## src/rtl/clk_div_cfg_seq_pkg.sv

```systemverilog
// Shared definitions for the clock-divider configuration sequencer:
// FSM state encoding, guard counter width and the bypass-ratio check.
package clk_div_cfg_seq_pkg;

  localparam int GUARD_CW = 4;

  typedef enum logic [2:0] {
    ST_IDLE    = 3'd0,
    ST_QUIESCE = 3'd1,
    ST_LOAD    = 3'd2,
    ST_SETTLE  = 3'd3,
    ST_ENABLE  = 3'd4
  } seq_state_t;

  // Ratios 0 and 1 both mean "pass the clock straight through".
  function automatic logic is_bypass(input logic [31:0] ratio);
    return (ratio <= 32'd1);
  endfunction

endpackage

```

## src/rtl/clk_div_guard_timer.sv

```systemverilog
// Guard interval timer: counts GUARD_CYCLES cycles while run is high and
// flags the last one; clr restarts it from zero.
module clk_div_guard_timer
  import clk_div_cfg_seq_pkg::*;
#(
  parameter int GUARD_CYCLES = 4
) (
  input  logic clk,
  input  logic rest,
  input  logic clr,
  input  logic run,
  output logic done
);

  localparam logic [GUARD_CW-1:0] LAST_CNT = GUARD_CW'(GUARD_CYCLES - 1);

  logic [GUARD_CW-1:0] cnt_r;

  // Guard count; saturates on the last guard cycle so it never wraps.
  always_ff @(posedge clk) begin
    if (rest) begin
      cnt_r <= {GUARD_CW{1'b0}};
    end else if (clr) begin
      cnt_r <= {GUARD_CW{1'b0}};
    end else if (run && (cnt_r != LAST_CNT)) begin
      cnt_r <= cnt_r + GUARD_CW'(1);
    end else begin
      cnt_r <= cnt_r;
    end
  end

  // Done on the final cycle of the guard interval.
  always_comb begin
    if (run && (cnt_r == LAST_CNT)) begin
      done = 1'b1;
    end else begin
      done = 1'b0;
    end
  end

endmodule

```

## src/rtl/clk_div_cfg_seq.sv

```systemverilog
// Configuration sequencer for the integer clock divider: applies each
// ratio/enable change as gate, hold, load, reset pulse, settle, re-enable.
module clk_div_cfg_seq
  import clk_div_cfg_seq_pkg::*;
#(
  parameter int RATIO_WIDTH  = 8,
  parameter int GUARD_CYCLES = 4,
  parameter int RESET_RATIO  = 1
) (
  input  logic                   clk,
  input  logic                   rest,
  input  logic                   cfg_valid,
  input  logic [RATIO_WIDTH-1:0] cfg_ratio,
  input  logic                   cfg_clk_en,
  output logic                   cfg_ready,
  output logic [RATIO_WIDTH-1:0] div_ratio,
  output logic                   div_clk_en,
  output logic                   div_rst_n,
  output logic                   busy,
  output logic                   bypass
);

  localparam logic [RATIO_WIDTH-1:0] RESET_RATIO_V = RATIO_WIDTH'(RESET_RATIO);
  localparam logic                   RESET_BYPASS  = is_bypass(32'(RESET_RATIO));

  seq_state_t             state_r;
  logic [RATIO_WIDTH-1:0] shadow_ratio_r;
  logic                   shadow_en_r;
  logic                   guard_run_s;
  logic                   guard_clr_s;
  logic                   guard_done_s;

  // Guard timer runs only in the two hold states.
  always_comb begin
    if ((state_r == ST_QUIESCE) || (state_r == ST_SETTLE)) begin
      guard_run_s = 1'b1;
    end else begin
      guard_run_s = 1'b0;
    end
  end

  // Clearing on the exit cycle guarantees a zero count on every state entry.
  always_comb begin
    if (!guard_run_s || guard_done_s) begin
      guard_clr_s = 1'b1;
    end else begin
      guard_clr_s = 1'b0;
    end
  end

  clk_div_guard_timer #(
    .GUARD_CYCLES (GUARD_CYCLES)
  ) u_guard_timer (
    .clk  (clk),
    .rest (rest),
    .clr  (guard_clr_s),
    .run  (guard_run_s),
    .done (guard_done_s)
  );

  // Sequencer FSM; every output is updated on the edge that enters its state.
  always_ff @(posedge clk) begin
    if (rest) begin
      state_r        <= ST_IDLE;
      shadow_ratio_r <= RESET_RATIO_V;
      shadow_en_r    <= 1'b0;
      div_ratio      <= RESET_RATIO_V;
      div_clk_en     <= 1'b0;
      div_rst_n      <= 1'b1;
      bypass         <= RESET_BYPASS;
      cfg_ready      <= 1'b1;
      busy           <= 1'b0;
    end else begin
      case (state_r)
        ST_IDLE: begin
          if (cfg_valid) begin
            shadow_ratio_r <= cfg_ratio;
            shadow_en_r    <= cfg_clk_en;
            // Identical requests are acknowledged without touching the divider.
            if ((cfg_ratio != div_ratio) || (cfg_clk_en != div_clk_en)) begin
              state_r    <= ST_QUIESCE;
              div_clk_en <= 1'b0;
              cfg_ready  <= 1'b0;
              busy       <= 1'b1;
            end else begin
              state_r <= ST_IDLE;
            end
          end else begin
            state_r <= ST_IDLE;
          end
        end
        ST_QUIESCE: begin
          if (guard_done_s) begin
            state_r   <= ST_LOAD;
            div_ratio <= shadow_ratio_r;
            div_rst_n <= 1'b0;
            bypass    <= is_bypass(32'(shadow_ratio_r));
          end else begin
            state_r <= ST_QUIESCE;
          end
        end
        ST_LOAD: begin
          state_r   <= ST_SETTLE;
          div_rst_n <= 1'b1;
        end
        ST_SETTLE: begin
          if (guard_done_s) begin
            state_r    <= ST_ENABLE;
            div_clk_en <= shadow_en_r && !is_bypass(32'(shadow_ratio_r));
          end else begin
            state_r <= ST_SETTLE;
          end
        end
        ST_ENABLE: begin
          state_r   <= ST_IDLE;
          cfg_ready <= 1'b1;
          busy      <= 1'b0;
        end
        default: begin
          state_r    <= ST_IDLE;
          div_clk_en <= 1'b0;
          div_rst_n  <= 1'b1;
          cfg_ready  <= 1'b1;
          busy       <= 1'b0;
        end
      endcase
    end
  end

endmodule

```

## config.mk

```make
export PLATFORM = sky130hd
export DESIGN_NAME = clk_div_cfg_seq
export DESIGN_NICKNAME = d
export VERILOG_FILES = /design/src/rtl/clk_div_cfg_seq_pkg.sv /design/src/rtl/clk_div_guard_timer.sv /design/src/rtl/clk_div_cfg_seq.sv
export SDC_FILE = /design/constraint.sdc
export NUM_CORES = 1
export LEC_CHECK = 0
export CAP_MARGIN = 20
export CORE_MARGIN = 5
export CORE_UTILIZATION = 35
export DETAILED_ROUTE_END_ITERATION = 6
export PLACE_DENSITY_LB_ADDON = 0.1
export SLEW_MARGIN = 20
export SYNTH_ARGS = -nofsm -noshare
export SYNTH_HDL_FRONTEND = slang
export SYNTH_SLANG_ARGS = --single-unit
```

## constraint.sdc

```tcl
create_clock -name clk -period 5.4 [get_ports clk]
set_clock_uncertainty 0.05 [all_clocks]
set_input_delay 1.35 -clock clk [delete_from_list [all_inputs] [get_ports clk]]
set_output_delay 1.35 -clock clk [all_outputs]
set_load 0.03 [all_outputs]
```

# Word level (Yosys, flattened, before mapping)
# Index checks and enable logic that the tools add are counted.
# W data, S select, Z words.
dict set report word_totals {
  reg_bits 29
  inputBits 12
  out_inout_bits 13
  wordCells 63
}
dict set report classes {
  addsub 1
  order_cmp 1
  n_eq_ne 12
  muxes 18
  n_bitwise 3
  reduce_logical 18
}
# op count
set ops {}
lappend ops {{$pmux W3 S4} 1}
lappend ops {{$mux W1} 10}
lappend ops {{$reduce_or A3 Y1} 3}
lappend ops {{$le A8 B1 Y1 const B} 1}
lappend ops {{$ne A2 B2 Y1 const B} 4}
lappend ops {{$ne A8 B8 Y1} 1}
lappend ops {{$eq A3 B2 Y1 const B} 2}
lappend ops {{$mux W3} 2}
lappend ops {{$pmux W1 S2} 3}
lappend ops {{$reduce_and A2 Y1} 3}
lappend ops {{$add A4 B1 Y4 const B} 1}
lappend ops {{$eq A4 B2 Y1 const B} 1}
lappend ops {{$ne A4 B2 Y1 const B} 1}
lappend ops {{$reduce_and A4 Y1} 1}
lappend ops {{$eq A3 B1 Y1 const B} 1}
lappend ops {{$eq A3 B3 Y1 const B} 1}
lappend ops {{$logic_and A1 B1 Y1} 3}
lappend ops {{$logic_not A3 Y1} 1}
lappend ops {{$logic_or A1 B1 Y1} 3}
lappend ops {{$not A1 Y1} 3}
lappend ops {{$pmux W1 S3} 1}
lappend ops {{$reduce_and A3 Y1} 1}
lappend ops {{$logic_not A1 Y1} 2}
lappend ops {{$mux W2} 1}
lappend ops {{other kinds (2)} 2}

# Logic depth before layout (Yosys ltp)
dict set report logic_depth {
  depth_word 8
  depth_mapped 6
  mapped_depth_nobuf 5
}

# Hierarchy
# Synthesis repeated with hierarchy kept, for this count alone.
dict set report unflattened {
  hier_cells 154
  area_unflattened_um2 1337.5
}
# mod instances cells_per_inst area_each_um2 seq_area_each_um2
set modules_own_cells {}
lappend modules_own_cells {clk_div_cfg_seq 1 132 1119.8 500.5}
lappend modules_own_cells {clk_div_guard_timer 1 22 217.7 80.1}

# Worst setup path before layout
# OpenSTA, ideal clock, no wires.
dict set report synth_timing {
  path_kind {input-to-reg}
  startpoint {input port cfg_valid}
  endpoint {register div_clk_en}
  setup_time_ps 127
  t_arrival_ps 2388
  required_ps 5223
  path_slack_ps 2835
  cell_stages 5
  n_path_buf 1
  cell_sequence {or4b_4 -> buf_6 -> o211ai_2 -> nor3b_1 -> or3_1}
}
dict set report synth_via {
  elab_chain_len 2
}
# item line
set synth_rtl {}
lappend synth_rtl {{start: declaration} clk_div_cfg_seq.sv:12} ;# input logic cfg_valid,
lappend synth_rtl {{$ne A2 B2 Y1 (no source line)} --}
lappend synth_rtl {{$reduce_and A4 Y1 (no source line)} --}
lappend synth_rtl {{end signal: assignment} clk_div_cfg_seq.sv:109} ;# div_clk_en <= shadow_en_r && !is_bypass(32'(shadow_ratio_r));
lappend synth_rtl {{end: declaration} clk_div_cfg_seq.sv:17} ;# output logic div_clk_en,
# No other way between the ends.
# A chain may end at the register's enable or synchronous reset.

==> results.md <==
* Die Wd at 69.94 µm
* DR iter-0 viols at 38
* Hold-fix buffers, CTS at 0
* Leak Pwr at 0.6083 nW
* Synthesis Warnings at 0
* Syn nets at 151
* Synth top area cells: dfxtp_1 (46%), xnor2_1 (7.0%), nand2_1 (6.6%)
* Final worst path period share at 53.96%
* Pint at 0.0003033 W
* Psw at 0.00009936 W
* Setup CP Type: in -> reg
* Critical Path End Type: flop
* Tightest Pin Transition at 944.4 ps
* Post-synthesis sequential area ratio at 46.17%
* Number of I/O pins at 25
* # nets final at 174
* Hold Fails Final Rpt at 0
* Max Freq at 0.3432 GHz
* DRC viols at 0
* Area of the die at 4892 µm²
* Synthesized area per cell at 9.112 µm²
* MaxCap Viol Count at 0
* DR vias/cell at 4.845
* Ys flop type: dfxtp_1
* First-pass GRT wire length at 4374 µm
* WP buf/inv at 1
* EDFF count, synth at 0
* Gpl congestion at 0.7193
* IO buf count at 24
* Synthesis-stage register bit count at 29
* Asr flop ratio synth at 0%
* Reg clk slew, reported paths at 90 ps
* Most frequent cells in the layout: dfxtp_1 (29), clkdlybuf4s50_1 (24), nand2_1 (22)
* Worst-skew pair later-pin latency at 320 ps
* Synth unique cells at 33
* DR pass1 iterations at 4
* CP startpoint kind: input pin
* Logic gate share of total power at 10.7%
* CTS sink count at 29
* Antenna violations before repair at 0
* Utilization after layout at 45.49%
* Max VDD drop at 0.1079 mV
* Hold Crit Class: reg -> reg
* Htree depth at 2
* Power density over the cells at 259.1 nW/µm²
* CTS resizes at 0
* Post-synth top area share at 46.17%
* Mapped Area at 1257 µm²
* Commonest non-fill, non-tap cell in the layout: dfxtp_1
* Area Growth Syn to Fin at 23.58%
* Post-detailed-route wirelength per cell at 12.51 µm
* Share of cells above drive strength 1 at 6.832%
* Fin crit period at 2914 ps
* All-layer global routing usage at 11.10%
* TNS Setup at 0 ps
* Setup violators final at 0
* Sw Ratio at 24.67%
* ANT nets after route at 0
* CP max stage cell: clkdlybuf4s50_1
* Total congestion overflow at 0
* Cell Chain, Critical Path: clkdlybuf4s50_1 > nor3_1 > and4_1 > or3_1
* WP data arrival at 3070 ps
* Final Max Tran Viols at 0
* Starting Density at 36.81%
* Relative max-transition margin at 36.85%
* Flop pwr share at 56.2%
* CTS tree: yes
* RSZ-0062 raised after global routing: false
* Critical path data required time at 5550 ps
* Via count at 1003
* Largest net degree at the start of global routing at 29
* Status: completed
* CTS Root Cell: clkbuf_4
* Drt total wl at 2590 µm
* Clock power frac at 33.1%
* Worst-case clock buffer depth at 2
* Worst-path maximum fanout at 28
* CTS Buf Count at 5
* Placeable core area at 3416 µm²
* Syn Inst Count at 138
* Site row count at 21
* Postcts setup bufs at 0
* Synth area leader: dfxtp_1
* Post-DP HPWL at 1848 µm
* Number of global-route vias before repair at 986
* DIE HEIGHT at 69.94 µm
* Crit path max-delay family: buffers and inverters
* ANT cells at 0
* Critical Path Max Stage Delay at 1090 ps
## worst paths after layout
path         slack [ps]                    from                     end  cells after the start
min reg2reg         400  u_guard_timer.cnt_r[0]  u_guard_timer.cnt_r[0]                      1
min                 400  u_guard_timer.cnt_r[0]  u_guard_timer.cnt_r[0]                      1
max                2490                    rest              div_clk_en                      4
max reg2reg        3470  u_guard_timer.cnt_r[0]            div_ratio[0]                      4
## per-layer routing
layer / routed length (µm) / vias to the layer above / GRT usage (%)
met2: 1152 / 24 / 17.52
met4: 34 / 0 / 5.106
met5: 0 / - / 0
met1: 1256 / 459 / 13.57
li1: - / 515 / -
met3: 147 / 5 / 3.730
## logic make-up (layout without fill, tap and decap cells)
kind of cell,Yosys count,after routing,share of synthesized area (%)
AND/OR/NAND/NOR,60,60,24.28
adder cells (fa/ha/maj),1,1,0.9949
multiplexers,7,7,5.572
flip-flops,29,29,46.17
buffers and inverters,10,33,5.075
AO/OA/AOI/OAI,19,19,9.553
XOR/XNOR,12,12,8.358
## flip-flops by register name (all words and copies together), names as in the netlist
name / flops
shadow_ratio_r: 8
shadow_en_r: 1
div_ratio: 8
busy: 1
div_rst_n: 1
div_clk_en: 1
bypass: 1
u_guard_timer.cnt_r: 4
state_r: 3
cfg_ready: 1
## power groups by stage
stage | logic [W] | registers, W | clock network, W
2_1_floorplan | 0.0000255 | 0.000233 | 0
3_3_place_gp | 0.0000435 | 0.000231 | 0
3_5_place_dp | 0.0000437 | 0.000232 | 0
4_1_cts | 0.0000439 | 0.000226 | 0.000138
5_1_grt | 0.0000476 | 0.000228 | 0.000148
6_report | 0.0000432 | 0.000226 | 0.000133
## metrics by stage
step | instances | total power (W) | instance area, µm² | hold slack, ps | setup WS [ps]
detailed placement | 200 | 0.0002752 | 1499 | 384.5 | 2111
CTS | 207 | 0.0004085 | 1554 | 403.6 | 2453
finish | 207 | 0.0004027 | 1554 | 399.6 | 2486
floorplan | 138 | 0.0002581 | 1257 | 367.9 | 2835
global route | 207 | 0.0004229 | 1554 | 443.7 | 2363
global placement | 200 | 0.0002746 | 1499 | 380.6 | 2161
## worst reg2reg max path: stages (launching register included)
cell and delay [ps]:
dfxtp_1 360, ha_1 210, or3b_4 410, or3_4 480, a211o_1 310
## cells in the mapped netlist (all sizes together), types with 3 or more instances
library cell	count
nand2	22
nor4	3
nor2	13
nand2b	3
or3	3
xnor2	10
o21ai	3
dfxtp	29
mux2i	7
nor3	4
a21oi	9
buf	6
## cell type report
cell class | count | area [µm²]
clock buffer | 7 | 55.05
fill | 353 | 1862
inverter | 2 | 7.507
multi-input combinational | 99 | 613.1
sequential | 29 | 580.6
tap | 46 | 57.56
timing repair buffer | 24 | 240.2
Note: power is estimated with default switching activity, not from simulation.
